File: src/rtl/serial_tx_scheduler.sv
`timescale 1ns/1ps
`default_nettype none
// ============================================================================
//  Module   : serial_tx_scheduler
//  Purpose  : Round-robin scheduler for four requesters sharing one serial
//             transmitter. Each transfer runs: launch pulse, wait for the
//             transmitter to report busy (with timeout), follow it through
//             the send, then hold off for a programmable stand-by gap.
//  Options  : SERIAL_ALARM_PRIORITY_EN - requester 0 always wins when it
//             requests; requesters 1..3 rotate among themselves.
//  Revision : 1.0 - initial release
// ============================================================================
module serial_tx_scheduler #(
   parameter int MSG_W       = 4,
   parameter int ACK_TIMEOUT = 7
) (
   input  logic               clk,
   input  logic               rst_n,
   input  logic               en,
   input  logic [3:0]         req,
   input  logic [4*MSG_W-1:0] msg,
   input  logic [3:0]         sb,
   input  logic               tx_busy,
   output logic               tx_init,
   output logic [MSG_W-1:0]   tx_msg,
   output logic [3:0]         gnt,
   output logic [1:0]         active,
   output logic               busy,
   output logic               err
);

   localparam int                c_TO_W    = (ACK_TIMEOUT > 1) ? $clog2(ACK_TIMEOUT) : 1;
   localparam logic [c_TO_W-1:0] c_TO_LAST = c_TO_W'(ACK_TIMEOUT - 1);

   typedef enum logic [2:0] {
      S_IDLE     = 3'd0,
      S_LAUNCH   = 3'd1,
      S_WAIT_ACK = 3'd2,
      S_SEND     = 3'd3,
      S_GAP      = 3'd4
   } state_t;

   state_t              r_state;
   logic [1:0]          r_last;
   logic [c_TO_W-1:0]   r_to;
   logic [3:0]          r_gap;
   logic                r_tx_init;
   logic [MSG_W-1:0]    r_tx_msg;
   logic [3:0]          r_gnt;
   logic [1:0]          r_active;
   logic                r_busy;
   logic                r_err;

   logic                w_found;
   logic [1:0]          w_win;
   logic [3:0]          w_req_m;
   logic [3:0]          w_gap_load;

   // A zero stand-by setting still costs one gap cycle
   assign w_gap_load = (sb == 4'd0) ? 4'd1 : sb;

   // Winner search: first requester found walking forward from the last grant
   always_comb begin
      logic [1:0] idx;
      w_found = 1'b0;
      w_win   = 2'd0;
      w_req_m = req;
      idx     = 2'd0;
`ifdef SERIAL_ALARM_PRIORITY_EN
      if (req[0]) begin
         w_found = 1'b1;
         w_win   = 2'd0;
      end
      w_req_m = req & 4'b1110;
`endif
      for (int i = 1; i <= 4; i++) begin
         idx = r_last + 2'(i);
         if (!w_found && w_req_m[idx]) begin
            w_found = 1'b1;
            w_win   = idx;
         end
      end
   end

   // Transfer sequencer with all outputs registered
   always_ff @(posedge clk or negedge rst_n) begin
      if (!rst_n) begin
         r_state   <= S_IDLE;
         r_last    <= 2'd3;
         r_to      <= '0;
         r_gap     <= 4'd0;
         r_tx_init <= 1'b0;
         r_tx_msg  <= '0;
         r_gnt     <= 4'd0;
         r_active  <= 2'd0;
         r_busy    <= 1'b0;
         r_err     <= 1'b0;
      end else begin
         case (r_state)
            S_IDLE: begin
               if (en && w_found) begin
                  r_state   <= S_LAUNCH;
                  r_tx_init <= 1'b1;
                  r_gnt     <= 4'b0001 << w_win;
                  r_tx_msg  <= msg[int'(w_win)*MSG_W +: MSG_W];
                  r_active  <= w_win;
                  r_busy    <= 1'b1;
`ifdef SERIAL_ALARM_PRIORITY_EN
                  if (w_win != 2'd0) begin
                     r_last <= w_win;
                  end
`else
                  r_last    <= w_win;
`endif
               end
            end
            S_LAUNCH: begin
               r_tx_init <= 1'b0;
               r_gnt     <= 4'd0;
               r_to      <= '0;
               r_state   <= S_WAIT_ACK;
            end
            S_WAIT_ACK: begin
               if (tx_busy) begin
                  r_state <= S_SEND;
               end else if (r_to == c_TO_LAST) begin
                  r_err   <= 1'b1;
                  r_gap   <= w_gap_load;
                  r_state <= S_GAP;
               end else begin
                  r_to <= r_to + 1'b1;
               end
            end
            S_SEND: begin
               if (!tx_busy) begin
                  r_gap   <= w_gap_load;
                  r_state <= S_GAP;
               end
            end
            S_GAP: begin
               if (r_gap <= 4'd1) begin
                  r_gap   <= 4'd0;
                  r_busy  <= 1'b0;
                  r_state <= S_IDLE;
               end else begin
                  r_gap <= r_gap - 1'b1;
               end
            end
            default: begin
               r_state <= S_IDLE;
            end
         endcase
      end
   end

   assign tx_init = r_tx_init;
   assign tx_msg  = r_tx_msg;
   assign gnt     = r_gnt;
   assign active  = r_active;
   assign busy    = r_busy;
   assign err     = r_err;

endmodule
`default_nettype wire

File: config.mk
export PLATFORM = sky130hd
export DESIGN_NAME = serial_tx_scheduler
export DESIGN_NICKNAME = d
export VERILOG_FILES = /design/src/rtl/serial_tx_scheduler.sv
export SDC_FILE = /design/constraint.sdc
export NUM_CORES = 1
export LEC_CHECK = 0
export CAP_MARGIN = 25
export CELL_PAD_IN_SITES_DETAIL_PLACEMENT = 1
export CELL_PAD_IN_SITES_GLOBAL_PLACEMENT = 2
export CORE_MARGIN = 3
export CORE_UTILIZATION = 28
export DETAILED_ROUTE_END_ITERATION = 8
export PLACE_DENSITY = 0.76
export SLEW_MARGIN = 30
export SYNTH_ARGS = -nofsm -noshare
export SYNTH_HDL_FRONTEND = slang
export SYNTH_SLANG_ARGS = --single-unit
File: constraint.sdc
create_clock -name clk -period 1.8 [get_ports clk]
set_input_delay 0.36 -clock clk [delete_from_list [all_inputs] [get_ports clk]]
set_output_delay 0.36 -clock clk [all_outputs]
set_load 0.005 [all_outputs]
==> After elaboration in Yosys (flattened, before gate mapping) <==
Cells that the tools add are included.
{ "op_classes": {"n_addsub": 5, "magnitude_cmp": 5, "eq_ne": 12, "n_shift": 2, "muxes": 37, "bitwise": 1, "n_reduce_logical": 20} }
{ "ops": {"columns": ["cell", "n"], "rows": [
  ["$mux 4", 6],
  ["$mux 3", 7],
  ["$shiftx 16x5->4", 1],
  ["$pmux 3 s5", 1],
  ["$lt 2x3->1 const B", 4],
  ["$ne 2x2->1 const B", 6],
  ["$pmux 4 s3", 1],
  ["$mux 1", 10],
  ["$reduce_and 3->1", 3],
  ["$bmux 1 s2", 4],
  ["$mux 2", 4],
  ["$pmux 4 s2", 1],
  ["$reduce_and 4->1", 2],
  ["$eq 3x2->1 const B", 2],
  ["$eq 3x3->1 const B", 2],
  ["$pmux 3 s2", 1],
  ["$reduce_bool 2->1", 3],
  ["$add 2x2->2 const B", 2],
  ["$le 4x1->1 const B", 1],
  ["$logic_and 1x1->1", 4],
  ["$logic_not 4->1", 1],
  ["$pmux 1 s2", 2],
  ["$reduce_and 2->1", 2],
  ["$shl 1x2->4 const A", 1],
  ["other kinds (9)", 11]
]} }
{ "word_totals": {"reg_bits": 25, "out_inout_bits": 13} }

==> Logic depth before layout (Yosys ltp) <==
{ "logic_depth": {"word_depth": 16, "ltp_mapped": 7, "depth_no_buf": 7} }

==> Worst setup path before layout <==
No wires, ideal clock.
{ "synth_timing": {"kind": "reg2reg", "from": "register r_last[1]", "to": "register r_tx_msg[0] (netlist: tx_msg[0])", "setup_ns": 0.132, "arrival_ns": 1.478, "t_required_ns": 1.668, "setup_slack_ns": 0.190, "stages_incl_launch_ff": 7, "path_buffers": 2, "path_cell_list": "dfstp_2 > a21bo_2 > and3_1 > buf_6 > buf_8 > a211oi_2 > a211oi_2"} }
{ "synth_via": {"elab_chain_cells": 15, "elab_cells_between_ends": 28, "cone_classes": "3 x add/sub; 1 x shift; 16 x mux; 8 x reduce/logical"} }
{ "synth_rtl": {"columns": ["element", "line_no", "source"], "rows": [
  ["start, declared", "44", "logic [1:0] r_last;"],
  ["start signal, assigned", "113", "r_last <= w_win;"],
  ["branches (longest 15 deep; another with $add 2x1->2)", null, null],
  ["end signal, assigned", "105", "r_tx_msg <= msg[int'(w_win)*MSG_W +: MSG_W];"],
  ["end, declared", "48", "logic [MSG_W-1:0] r_tx_msg;"]
]} }
Several ways; the timed one is not identified. The select of a mux whose other input is x is not followed.
A chain may end at the register's enable or synchronous reset.

==> Final worst setup path <==
{ "layout_timing": {"from": "input en", "to": "register r_tx_msg[1] (netlist: tx_msg[1])"} }
{ "layout_via": {"elab_chain_cells": 2} }
{ "layout_rtl": {"columns": ["element", "line_no", "source"], "rows": [
  ["start, declared", "19", "input logic en,"],
  ["$logic_and 1x1->1", "101", "if (en && w_found) begin"],
  ["$reduce_and 2->1 (no line)", null, null]
]} }
No other way between the ends.

==> results.txt <==
----------------------------------------------------
[Run status]
  Outcome ... completed

[Detailed routing]
  Number of nets with antenna violations after detailed routing ... 0
  Iteration count of the initial detailed-routing pass ... 4
  Starting DRC count in detailed routing ... 49
  Residual DRC count ... 0
  Average wire length per cell after detail routing ... 14.60 µm
  Vias per cell ... 4.826
  Drt total wl ... 3.870 mm
  Number of vias in the routed layout ... 1279

[STA]
  Clock period minus worst slack ... 1.695 ns
  Final-report max-slew violation count ... 0
  Number of hold violations in the final report ... 0
  Worst Max-Slew Pin Slew ... 0.3634 ns
  Setup Viol. Count Final ... 0
  Fin crit share ... 94.16%
  Worst slew slack as a fraction of its limit ... 75.63%
  Unrepaired setup endpoints after global routing ... no
  Highest attainable clock frequency ... 0.5900 GHz
  Final-layout worst hold slack ... 0.4460 ns
  Worst clock skew ... 0.004688 ns

[CTS]
  Clock root buffer ... clkbuf_8
  Worst-Skew Late Latency ... 0.27 ns
  Total number of H-tree levels ... 1
  Longest Clk Path Bufs ... 2
  Number of buffers created by CTS ... 3
  Worst-path clk slew ... 0.09 ns
  Clock tree from TritonCTS ... yes
  Buffer count from post-CTS setup fixing ... 0
  Number of buffers inserted for hold repair after clock tree synthesis ... 0
  Num Clock Sinks ... 25

[Global route]
  Number of global-route vias before repair ... 1395
  Overall fraction of global-route tracks in use ... 13.46%
  First-pass GRT wire length ... 6.713 mm
  Pin count of the biggest net entering global routing ... 26
  Number of antenna violations at the first check in global routing ... 0
  Global route overflow ... 0

[Power and ir drop]
  Total power per unit cell area ... 1372 nW/µm²
  Maximum ir drop on the vdd rail ... 0.4594 mV
  Comb power frac ... 50.3%
  Int Power ... 1746 µW
  Switching Share ... 38.57%
  Switching power ... 1096 µW
  Proportion of power drawn by the clock network ... 12.0%
  Leakage power figure ... 0.0009029 µW
  Register share of total power ... 37.7%

[Synthesis]
  Warnings, synthesis ... 0
  Number of register bits inferred by synthesis ... 25
  Count leader, synth ... dfrtp_1
  Post-synthesis instance total ... 144
  Cell area after technology mapping ... 1435 µm²
  Post-synth top area cell ... dfrtp_1
  Flip-flop cell with the highest count after synthesis ... dfrtp_1
  Post-synth EDFFs ... 0
  Avg Inst Size Synth ... 9.966 µm²
  Dominant cells by area after synthesis ... dfrtp_1 (40%), a211oi_2 (7.0%), nor2_1 (3.9%)
  Area share of the largest cell type after synthesis ... 40.10%
  Number of library cell types mapped by synthesis ... 42
  Synthesized Nets ... 176
  Synth top cells by count ... dfrtp_1 (23), nor2_1 (15), nand2_1 (12), inv_1 (9)
  Share of the yosys chip area belonging to registers ... 43.77%
  Async set or reset register ratio after synthesis ... 100.0%

[Die]
  Die Height ... 77.59 µm
  Overall die area ... 6020 µm²
  Placement row count ... 25
  Number of placed I/O pins ... 41
  Area of the placeable core ... 4848 µm²
  Width of the die ... 77.59 µm
  Effective utilization at floorplan ... 29.60%

[Setup path]
  Origin of the worst setup path ... en
  Critical register-to-register path endpoint ... tx_msg[1]
  Type of element launching the critical path ... input pin
  Maximum fanout count along the critical path ... 5
  Sort of element at the end of the critical path ... flop
  Reg2reg start ... r_last[0]
  Setup slack of the worst register-to-register path ... 0.13 ns
  Depth of the most critical reg-to-reg path ... 6
  Signal arrival time at the worst endpoint ... 1.84 ns
  Data required time of the critical path ... 1.95 ns
  Critical Setup Path Class ... input pin to flop

[Placed design]
  Hpwl dp ... 3.015 mm
  Final weighted congestion in routability-driven placement ... 0.7684
  Placed Instances ... 261
  Number of buffers inserted by port buffering ... 40

[Final layout]
  Signed area change from the synthesized netlist to the final layout ... 44.29%
  Nets ... 231
  Ant diodes ... 0
  Core utilization of the finished layout ... 42.71%
  Total of fill cells in the finished design ... 555
  Final non-filler cell total ... 265
  Fraction of final layout cells with drive strength greater than 1 ... 21.72%

[Run]
  Max-capacitance violation count ... 0

[Hold path]
  Type of the tightest min-delay check ... input pin to asynchronous set/reset pin

----------------------------------------------------
power groups by stage:
stage / registers (µW) / clock network [µW] / logic, µW
2_1_floorplan: 1010 / 0 / 856
3_3_place_gp: 1060 / 0 / 1380
3_5_place_dp: 1070 / 0 / 1430
4_1_cts: 1070 / 356 / 1440
5_1_grt: 1120 / 385 / 1580
6_report: 1070 / 342 / 1430
flip-flops by register name (all words and copies together), names as in the netlist:
name and count:
gnt 4, r_gap 4, tx_msg 4, r_state 3
r_to 3, active 2, r_last 2, busy 1
err 1, tx_init 1
cells by family (layout without fill, tap and decap cells):
kind of cell / after synthesis / after routing / share of synthesized area [%]
adders and majority gates: 4 / 4 / 3.487
xor gates and xnor gates: 1 / 1 / 0.6104
AOI/OAI and AO/OA: 45 / 45 / 23.98
muxes: 6 / 6 / 4.272
DFF: 25 / 25 / 43.77
buffers and inverters: 14 / 68 / 5.143
and+or+nand+nor: 49 / 49 / 18.74
placed cells by master (no fill, tap or decap), drive strengths merged, types with 3 or more instances in the layout:
master,n
nor2,16
nand3,4
mux2i,5
buf,14
a21o,3
a31oi,4
a21oi,8
nor3b,3
a211oi,9
nand2b,4
ha,4
nor3,3
dfrtp,23
inv,10
clkdlybuf4s50,36
clkbuf,3
nand2,13
o21ai,13
area by class of cell:
class	count	area, µm²	share of cell area (%)
clock buffers	3	41.29	1.994
multi-input cells	105	767.0	37.04
inverters	10	37.54	1.813
repair buffers	54	508.0	24.53
clock inverters	1	5.005	0.2417
flip-flops and latches	25	628.1	30.33
well taps	67	83.83	4.048
metrics by stage:
stage	worst slack (ns)	TNS (ns)	total power, µW	cell area [µm²]
finish	0.1052	0	2842	2071
global route	0.003645	0	3089	2071
CTS	0.01899	0	2858	2041
detailed placement	-0.3247	-3.721	2499	1988
global placement	-0.2442	-2.708	2438	1988
floorplan	0.1899	0	1866	1435
layer usage:
layer,vias up,part of all wire (%),global-route usage (%)
li1,620,-,-
met1,617,45,16.99
met2,36,49,23.37
met3,6,4.4,2.784
met4,0,1.0,3.203
met5,-,0,0
worst max path at each step:
stage / endpoint / slack, ns / cells after the start
after floorplan: tx_msg[0] / 0.19 / 6
after CTS: tx_msg[1] / 0.02 / 7
after global placement: tx_msg[2] / -0.24 / 7
final: tx_msg[1] / 0.11 / 7
after global routing: tx_msg[0] / 0.004 / 6
after detailed placement: tx_msg[1] / -0.32 / 6
critical path, cell delays in order:
cell and delay [ns]:
clkdlybuf4s50_1 0.51, o41ai_4 0.10, buf_4 0.16, nor4_4 0.23, nand2_2 0.16, a211oi_2 0.25
a211oi_2 0.07
what timing repair did:
item	in CTS	in global routing
gates resized for setup	4	6
cloned	0	0
pin swaps	0	5
endpoints found under the setup margin	4	7
Note: power is estimated with default switching activity, not from simulation.
